## src/rtl/design_46.sv

```systemverilog
// design_46: registered W-bit unsigned adder with a one-cycle valid strobe.
// Operands are captured on every rising clk edge where start is high, and the
// wrapped sum (carry-out discarded) appears on y in the following cycle with
// valid asserted for exactly that cycle.
//
// Build option:
//   DESIGN_46_Y_CLEAR_EN - when defined, y is cleared to zero on every edge
//                          where start is low, so y is nonzero only while
//                          valid is high. When undefined, y holds its last sum.
//   valid timing and the y value during valid cycles are the same either way.
module design_46 #(
    parameter int W = 10
) (
    input  logic         clk,
    input  logic         rst_n,
    input  logic         start,
    input  logic [W-1:0] a,
    input  logic [W-1:0] b,
    output logic [W-1:0] y,
    output logic         valid
);

    // Sum is taken at W bits so the carry-out falls away and the result wraps.
    logic [W-1:0] sum;
    logic [W-1:0] y_d;
    logic [W-1:0] y_q;
    logic         valid_d;
    logic         valid_q;

    assign sum = a + b;

    // Next-state selection for the result and strobe registers.
    always_comb begin
        // NOTE: every always_comb output gets a default first so no path
        // leaves it unassigned, which would otherwise infer a latch.
        y_d     = y_q;
        valid_d = start;
        if (start) begin
            y_d = sum;
        end else begin
`ifdef DESIGN_46_Y_CLEAR_EN
            y_d = '0;
`else
            y_d = y_q;
`endif
        end
    end

    // Result and strobe registers with asynchronous active-low reset.
    always_ff @(posedge clk or negedge rst_n) begin
        // NOTE: sequential state uses non-blocking assignments so every flop
        // samples the pre-edge values, independent of statement order. The
        // async reset also drops a pending valid, since valid_q is the only
        // place that pending strobe lives.
        if (!rst_n) begin
            y_q     <= '0;
            valid_q <= 1'b0;
        end else begin
            y_q     <= y_d;
            valid_q <= valid_d;
        end
    end

    // Outputs come straight from flops: no combinational input-to-output path.
    assign y     = y_q;
    assign valid = valid_q;

endmodule

```

## config.mk

```make
export PLATFORM = sky130hd
export DESIGN_NAME = design_46
export DESIGN_NICKNAME = d
export VERILOG_FILES = /design/src/rtl/design_46.sv
export SDC_FILE = /design/constraint.sdc
export NUM_CORES = 1
export LEC_CHECK = 0
export ABC_CLOCK_PERIOD_IN_PS = 800
export BUFFER_PORTS_ARGS = -buffer_cell sky130_fd_sc_hd__buf_4
export CAP_MARGIN = 20
export CORE_MARGIN = 1.5
export CORE_UTILIZATION = 44
export CTS_BUF_LIST = sky130_fd_sc_hd__clkbuf_4
export CTS_CLUSTER_SIZE = 25
export DETAILED_ROUTE_END_ITERATION = 10
export GPL_ROUTABILITY_DRIVEN = 0
export PLACE_DENSITY = 0.78
export SLEW_MARGIN = 20
export SYNTH_ARGS = -nofsm -noshare
export SYNTH_HDL_FRONTEND = slang
export SYNTH_SLANG_ARGS = --single-unit
```

## constraint.sdc

```tcl
create_clock -name clk -period 0.8 [get_ports clk]
set_clock_uncertainty 0.1 [all_clocks]
set_input_delay 0.16 -clock clk [delete_from_list [all_inputs] [get_ports clk]]
set_output_delay 0.16 -clock clk [all_outputs]
set_load 0.01 [all_outputs]
```

=== After elaboration in Yosys (flattened, before gate mapping) ===
Index checks and enable logic that the tools add are counted.

* RAM bits: 0
* Output and inout bits: 11
* Input port bits: 23
* Memories kept: 0
* Bits in latches: 0
* Bits in read-only memories: 0
* Bits in registers: 11
* Logic and storage cells: 3

* Equal/unequal tests: 0
* Add/sub/neg operators: 1
* Shift-type cells: 0
* $mul: 0
* Bitwise gates (word level): 0
* Reduce and logical (&&, ||, !) cells: 0
* $lt $le $gt $ge: 0
* Muxes and demuxes: 0
* Divide/modulo/power cells: 0

{| class="wikitable"
|+ Operators with widths
! cell !! number
|-
| 10-bit adder || 1
|}

=== Depth between registers and ports, before layout ===
Gate-level depths: netlist of the first run.

* Depth after elaboration: 1
* Depth in mapped cells: 8
* Depth with buffers taken out: 8

=== Least setup slack after synthesis of the first run ===
No wires, ideal clock.

* Path kind: input -> register
* Start point: in a[0]
* End point: reg y_q[8], in the netlist y[8]
* Data arrival time: 1.565 ns
* Data required time: 0.575 ns
* Buffers on the path: 0
* Stages: 8
* Library setup time: 0.125 ns
* Path slack: -0.990 ns
* Path through: ha_1 -> inv_1 -> fa_1 -> nor2b_1 -> o31a_1 -> o221ai_2 -> xnor2_1 -> mux2_2

* Word-level cells in the longest chain between the ends: 1

{| class="wikitable"
|+ RTL lines
! what !! RTL line !! text
|-
| start, declared || 17 || <nowiki>input logic [W-1:0] a,</nowiki>
|-
| 10-bit adder || 30 || <nowiki>assign sum = a + b;</nowiki>
|-
| end signal, assigned || 59 || <nowiki>y_q <= y_d;</nowiki>
|-
| end, declared || 26 || <nowiki>logic [W-1:0] y_q;</nowiki>
|}

No other way between the ends.
A chain may end at the register's enable or synchronous reset.

=== Worst setup path after layout of the first run ===
* Start point: in b[0]
* End point: reg y_q[8], in the netlist y[8]

* Word-level cells in the longest chain between the ends: 1

{| class="wikitable"
|+ RTL lines
! what !! RTL line !! text
|-
| start, declared || 18 || <nowiki>input logic [W-1:0] b,</nowiki>
|-
| 10-bit adder || 30 ||
|}

No other way between the ends.

==> flow_summary.json, run 1 <==
{
  "tightest_slew_ps": 305,
  "max_slew_margin_pct": 79.6,
  "die_area_um2": 2080,
  "clkTransAtPathRegs_ps": 90,
  "grt_pass1_wl_mm": 4.40,
  "crit_required_ps": 880,
  "hpwl_mm": 1.72,
  "drtIter0Drc": 17,
  "timing.final.crit_share_pct": 190,
  "worst-path-max-fanout": 2,
  "crit_buf_inv": 2,
  "status": "complete, but fails checks",
  "power.leakage_nw": 0.705,
  "final_core_utilization_pct": 87.6,
  "syn_area_um2": 801,
  "htreeDepth": 1,
  "peakVddDrop_mv": 0.860,
  "num_rows": 15,
  "synthFlopType": "dfrtp_1",
  "synth.most_common_cell": "dfrtp_1",
  "antenna_found_initial": 0,
  "yosys-top-cells-area": "dfrtp_1 (34%), ha_1 (14%), mux2_2 (5.6%)",
  "cts_tree": "done",
  "setup_ws_ps": -723,
  "portBuffers": 33,
  "synth_common_cells": "dfrtp_1 (11), ha_1 (9), o21ai_0 (6)",
  "die_x_um": 45.7,
  "synth_fp_nets": 114,
  "drc": 0,
  "synth_edf_count": 0,
  "routedWlPerCell_um": 18.1,
  "worstHoldPathType": "in2reg",
  "finalPower_mw": 2.46,
  "cp.arrival_ps": 1610,
  "cp_top_family": "adder cells",
  "async_flop_share_pct": 100,
  "synthDistinctLibCells": 32,
  "end_kind": "flop",
  "dp.cells": 155,
  "ys_seq_area_share_pct": 34.4,
  "final-max-slew-violation-count": 0,
  "crit_chain": "buf_8 > ha_4 > inv_2 > fa_2 > nor2b_2 > o31a_1 > o221ai_2 > xnor2_1 > mux2_4",
  "setup.worst_path.class": "in2reg",
  "grt_max_degree": 12,
  "startpoint_type": "primary input",
  "ios": 34,
  "overflow": 0,
  "core-area_um2": 1730,
  "layout-area-overhead-vs-synth_pct": 88.9,
  "syn_area_per_cell_um2": 9.89,
  "setup-tns-final_ps": -7810,
  "finalHoldViolations": 0,
  "syn_inst": 81,
  "route.vias.total": 929,
  "routed_wl_mm": 3.07,
  "synth_top_area_cell": "dfrtp_1",
  "dr.pass1.iters": 4,
  "layout-drive-gt1-share_pct": 62.1,
  "cts_buffer_depth": 2,
  "maxCapViolations": 0,
  "synth_top_cell_area_share_pct": 34.4,
  "cts_buffers": 3,
  "die_h_um": 45.7,
  "rsz0062_at_grt": "yes",
  "clkSinkCount": 11,
  "drtAntennaViolNets": 0,
  "vias_per_cell": 5.46,
  "crit_path_max_incr_delay_ps": 350,
  "dp_slack_ps": -1080,
  "synth_seq_cells": 11,
  "setup_viol": 21,
  "grt_pass1_vias": 937,
  "diodes": 0,
  "nNetsFinal": 179,
  "ys.warnings.count": 0,
  "cp_slowest_cell": "fa_2",
  "cts-root-buf": "clkbuf_4",
  "period_needed_ps": 1520,
  "violations": "negative setup slack",
  "fmax_mhz": 656,
  "start_util_pct": 46.4,
  "powerDensity_nw_per_um2": 1620,
  "fin_cells": 170,
  "clk_latency_ps": 280,
  "grt_use_total_pct": 29.6
}
==> layer usage <==
metal  vias up  global-route usage, %  part of all wire (%)
met2        56                   54.4                    52
met3        10                   3.97                   6.4
met4         0                   7.65                   2.6
met1       439                   35.5                    39
met5         -                      0                     0
li1        424                      -                     -
==> power by group <==
group / internal [mW] / leakage [nW] / switching [mW]
combinational: 0.727 / 0.556 / 0.501
sequential: 0.658 / 0.130 / 0.0887
clock: 0.228 / 0.0184 / 0.253
==> registers in the layout, summed over array words and instances (netlist names) <==
register	cells
y	10
valid	1
==> per-stage QoR <==
stage                     hold slack, ps  cell area [um^2]
after global routing                93.2              1510
after detailed placement           -95.7              1280
after global placement             -98.5              1280
after CTS                           84.0              1470
final                               94.1              1510
after floorplan                     -236               881
==> cell usage in the layout (no fill, tap or decap), types with 2 or more instances in the layout <==
cell and count:
ha_4 5, o21ai_2 3, nor2_1 5, mux2_2 3, o21ai_0 3, buf_4 47, a211oi_2 2, ha_1 4
inv_1 3, clkbuf_4 4, buf_6 13, a21oi_1 4, dfrtp_1 11, a21o_1 3, nand2_1 5, xnor2_1 4
==> worst paths after layout <==
| path | start | end | slack, ps | depth (start not counted) |
|---|---|---|---|---|
| hold reg to reg | y[1] | y[1] | 420 | 2 |
| setup reg to reg | y[5] | y[5] | -270 | 2 |
| min in group asynchronous | rst_n | y[6] | 140 | 2 |
| setup / recovery | b[0] | y[8] | -720 | 9 |
| max in group asynchronous | rst_n | valid | 300 | 2 |
| hold / removal | start | valid | 90 | 2 |
==> final cells by class <==
class	count	area (um^2)
clock buffers	4	30.0
repair buffers	62	524
multi-input cells	64	637
well taps	25	31.3
flip-flops and latches	11	275
inverters	4	15.0
fillers	86	214
==> timing repair <==
action / in CTS / in global routing
buffers inserted: 8 / 2
endpoints found under the hold margin: 11 / 0
gates cloned: 0 / 0
setup endpoints to repair: 21 / 21
hold buffers: 1 / 0
resized for setup: 22 / 5
pin swaps: 7 / 6
==> cells by family after synthesis <==
logic type / Yosys count / synth area share (%)
AO/OA/AOI/OAI: 25 / 22.2
XOR/XNOR: 5 / 5.47
adder cells (fa/ha/maj): 10 / 16.6
buffers and inverters: 6 / 2.97
flip-flops: 11 / 34.4
multiplexers: 4 / 5.62
AND/OR/NAND/NOR: 20 / 12.8
Power figures use the tool's default switching activity.
==> run 2, diff against run 1 <==
- PLACE_DENSITY: 0.78 -> 0.85
==> flow_summary.json, run 2 (synthesis results as in run 1) <==
{
  "cts_buffer_depth": 2,
  "finalHoldViolations": 0,
  "dr.pass1.iters": 5,
  "clk_latency_ps": 280,
  "grt-busiest-layer": "met2",
  "end_kind": "flop",
  "layout-area-overhead-vs-synth_pct": 96.9,
  "start_util_pct": 46.4,
  "die_x_um": 45.7,
  "fmax_mhz": 632,
  "violations": "negative setup slack",
  "route.vias.total": 1053,
  "setup.worst_path.class": "in2reg",
  "mostFrequentLayoutCell": "buf_4",
  "max_slew_margin_pct": 74.5,
  "maxCapViolations": 0,
  "drtIter0Drc": 63,
  "antenna_found_initial": 0,
  "place_area_um2": 1290,
  "gr-usage-met1_pct": 35.0,
  "final-max-slew-violation-count": 0,
  "layout_common_cells": "buf_4 (47), buf_6 (19), dfrtp_1 (11)",
  "routedWlPerCell_um": 22.0,
  "period_needed_ps": 1580,
  "layout-drive-gt1-share_pct": 63.3,
  "vias_per_cell": 6.02,
  "largest_reg_flops": 10,
  "ios": 34,
  "clkTransAtPathRegs_ps": 90,
  "tightest_slew_ps": 382,
  "nNetsFinal": 184,
  "dp_slack_ps": -1080,
  "grt_use_met2_pct": 56.9,
  "crit_required_ps": 870,
  "num_rows": 15,
  "gr-usage-met3_pct": 5.16,
  "core-area_um2": 1730,
  "status": "complete, but fails checks",
  "overflow": 0,
  "grt_max_degree": 12,
  "rsz0062_at_grt": "yes",
  "drtAntennaViolNets": 0,
  "grt_pass1_wl_mm": 4.65,
  "finalPower_mw": 2.54,
  "peakVddDrop_mv": 1.07,
  "timing.final.crit_share_pct": 198,
  "hold_ws_ps": 84.4,
  "drc": 0,
  "startpoint_type": "primary input",
  "diodes": 0,
  "portBuffers": 33,
  "powerDensity_nw_per_um2": 1610,
  "grt_use_total_pct": 32.3,
  "clkSinkCount": 11,
  "cts_buffers": 3,
  "cts_tree": "done",
  "setup_viol": 21,
  "cp.arrival_ps": 1650,
  "grt_pass1_vias": 1036,
  "cts-root-buf": "clkbuf_4",
  "worst-path-max-fanout": 2,
  "die_area_um2": 2080,
  "htreeDepth": 1,
  "power.leakage_nw": 0.747,
  "routed_wl_mm": 3.85,
  "setup_ws_ps": -782,
  "worstHoldPathType": "in2reg",
  "die_h_um": 45.7,
  "hpwl_mm": 1.83,
  "stdcell_area_um2": 1580,
  "setup-tns-final_ps": -8630
}
-- run 2: changes by cell type in the layout (fill, tap and decap cells not counted) --
cell / previous run / this run
clkinv_2: 0 / 1
buf_8: 1 / 0
a21oi_2: 1 / 2
xnor2_1: 4 / 3
mux2_2: 3 / 1
mux2_4: 1 / 3
a21oi_4: 1 / 0
xnor2_4: 0 / 1
nor3_2: 1 / 0
buf_6: 13 / 19
nor3_1: 1 / 2
clkbuf_4: 4 / 3
-- run 2: critical path: stages --
cell and delay [ps]:
buf_6 80, ha_4 140, inv_2 40, fa_2 360
nor2b_2 140, o31a_1 200, o221ai_2 130, xnor2_1 150
mux2_4 260
-- run 2: timing repair --
| action | in CTS | in global routing |
|---|---|---|
| endpoints found under the hold margin | 11 | 0 |
| buffers inserted | 9 | 7 |
| hold buffers | 1 | 0 |
| cloned | 0 | 0 |
| resized for setup | 25 | 9 |
| endpoints found under the setup margin | 21 | 21 |
| pin swaps | 12 | 4 |
-- run 2: layout make-up --
type | instances | area, um^2
clock buffers | 3 | 22.5
clock inverters | 1 | 5.00
fillers | 74 | 150
inverters | 4 | 15.0
multi-input cells | 64 | 651
flip-flops and latches | 11 | 275
well taps | 25 | 31.3
repair buffers | 67 | 577
-- run 2: worst paths after layout --
check	from	end	slack [ps]	depth (start not counted)
setup / recovery	b[0]	y[8]	-780	9
hold / removal	start	valid	80	2
setup reg to reg	y[2]	y[2]	-260	2
hold reg to reg	y[3]	y[3]	480	1
max in group asynchronous	rst_n	y[0]	240	2
min in group asynchronous	rst_n	y[9]	210	2
-- run 2: metal layers --
layer | share of wire [%] | routed length, um | vias up
met5 | 0 | 0 | -
met4 | 4.4 | 171 | 0
li1 | - | - | 432
met1 | 36 | 1370 | 506
met3 | 10 | 401 | 26
met2 | 49 | 1900 | 89
-- run 2: power breakdown --
group / total [mW] / switching [mW] / internal [mW]
Sequential: 0.752 / 0.0937 / 0.658
Combinational: 1.35 / 0.562 / 0.791
Clock: 0.435 / 0.249 / 0.185
Total: 2.54 / 0.904 / 1.63
-- run 2: through the flow --
stage,util [%],cells
floorplan,-,81
global placement,74.8,156
detailed placement,74.8,156
CTS,86.3,170
global route,91.3,175
finish,91.3,175
==> run 3, diff against run 2 <==
==> constraint.sdc (replaced) <==
create_clock -name clk -period 0.8 [get_ports clk]
set_clock_uncertainty 0.1 [all_clocks]
set_input_delay 0.04 -clock clk [delete_from_list [all_inputs] [get_ports clk]]
set_output_delay 0.04 -clock clk [all_outputs]
set_load 0.01 [all_outputs]
==> flow_summary.json, run 3 (synthesis results as in run 1) <==
{
  "hold_depth": 2,
  "setup_ws_ps": -690,
  "violations": "negative hold slack, negative setup slack",
  "overflow": 0,
  "grt_pass1_vias": 914,
  "crit_chain": "buf_8 > ha_4 > inv_2 > fa_2 > nor2b_4 > o31a_1 > o221ai_2 > xnor2_1 > mux2_4",
  "reg2regPathDepth": 2,
  "largest_reg_flops": 10,
  "crit_buf_inv": 2,
  "place_area_um2": 1280,
  "drtIter0Drc": 31,
  "dr.pass1.iters": 4,
  "portBuffers": 33,
  "htreeDepth": 1,
  "hpwl_mm": 1.79,
  "postCtsHoldBufs": 1,
  "setup-tns-final_ps": -6060,
  "setup_viol": 21,
  "nNetsFinal": 176,
  "reg2reg_to": "y[8]",
  "route.vias.total": 963,
  "fmax_mhz": 671,
  "peakVddDrop_mv": 1.04,
  "diodes": 0,
  "grt_pass1_wl_mm": 4.43,
  "crit_cells": 9,
  "fin_cells": 167,
  "antenna_found_initial": 0,
  "maxCapViolations": 0,
  "final_core_utilization_pct": 89.9,
  "cp-endpoint": "y[8]",
  "routed_wl_mm": 3.39,
  "finalPower_mw": 2.51,
  "worstHoldPathType": "in2reg",
  "cts_tree": "done",
  "timing.final.crit_share_pct": 186,
  "stdcell_area_um2": 1550,
  "routedWlPerCell_um": 20.3,
  "mostFrequentLayoutCell": "buf_4",
  "power.leakage_nw": 0.716,
  "worst-path-max-fanout": 2,
  "grt_max_degree": 12,
  "layout-area-overhead-vs-synth_pct": 93.9,
  "startpoint_type": "primary input",
  "r2r_start": "y[8]",
  "crit_path_max_incr_delay_ps": 360,
  "cp_top_family": "adder cells",
  "rsz0062_at_grt": "yes",
  "cts-root-buf": "clkbuf_4",
  "ff2ff_setup_slack_ps": -210,
  "drtAntennaViolNets": 0,
  "cp.arrival_ps": 1560,
  "tightest_slew_ps": 306,
  "end_kind": "flop",
  "grt_use_total_pct": 31.4,
  "core-area_um2": 1730,
  "final-max-slew-violation-count": 0,
  "cp_slowest_cell": "fa_2",
  "num_rows": 15,
  "hold_ws_ps": -12.7,
  "dp.cells": 155,
  "vias_per_cell": 5.77,
  "crit_path_start": "b[0]",
  "layout_common_cells": "buf_4 (37), buf_6 (20), dfrtp_1 (11), nor2_1 (5), ha_4 (5)",
  "layout-drive-gt1-share_pct": 62.0,
  "die_area_um2": 2080,
  "period_needed_ps": 1490,
  "die_h_um": 45.7,
  "max_slew_margin_pct": 79.6,
  "nFillCells": 80,
  "start_util_pct": 46.4,
  "clkSinkCount": 11,
  "clk_latency_ps": 280,
  "drc": 0,
  "hp-start": "start",
  "finalHoldViolations": 1,
  "clkTransAtPathRegs_ps": 80,
  "status": "complete, but fails checks",
  "ios": 34,
  "cts_buffer_depth": 2,
  "dp_slack_ps": -954,
  "die_x_um": 45.7,
  "cts_buffers": 3,
  "setup.worst_path.class": "in2reg",
  "crit_required_ps": 870,
  "powerDensity_nw_per_um2": 1620
}
## run 3: area by class of cell
type                            count  area, um^2  area share, %
Inverter                            4        15.0          0.967
Sequential cell                    11         275           17.7
Tap cell                           25        31.3           2.01
Multi-Input combinational cell     64         673           43.4
Timing Repair Buffer               59         528           34.0
Clock buffer                        4        30.0           1.93
## run 3: worst min-delay path by stage
stage             to  slack (ps)
2_1_floorplan  valid        -360
3_3_place_gp    y[9]        -220
3_5_place_dp    y[6]        -220
4_1_cts        valid         -30
6_report       valid         -10
5_1_grt        valid          -8
## run 3: timing repair
action                                  CTS  global route
buffers inserted                          5             2
endpoints found under the hold margin    12             1
endpoints found under the setup margin   21            21
gates resized for setup                  33             7
pin swaps                                17             7
## run 3: power by group
group	switching, mW	internal, mW	leakage, nW
registers	0.0855	0.659	0.130
clock network	0.226	0.228	0.0184
logic	0.544	0.767	0.567
## run 3: metal layers
metal  share of wire, %  vias to the layer above  track usage, %  routed length, um
li1                   -                      422               -                  -
met1                 37                      467            35.5               1260
met2                 51                       56            57.2               1730
met3                7.1                       18            3.57                242
met4                4.8                        0            15.3                162
met5                  0                        -               0                  0
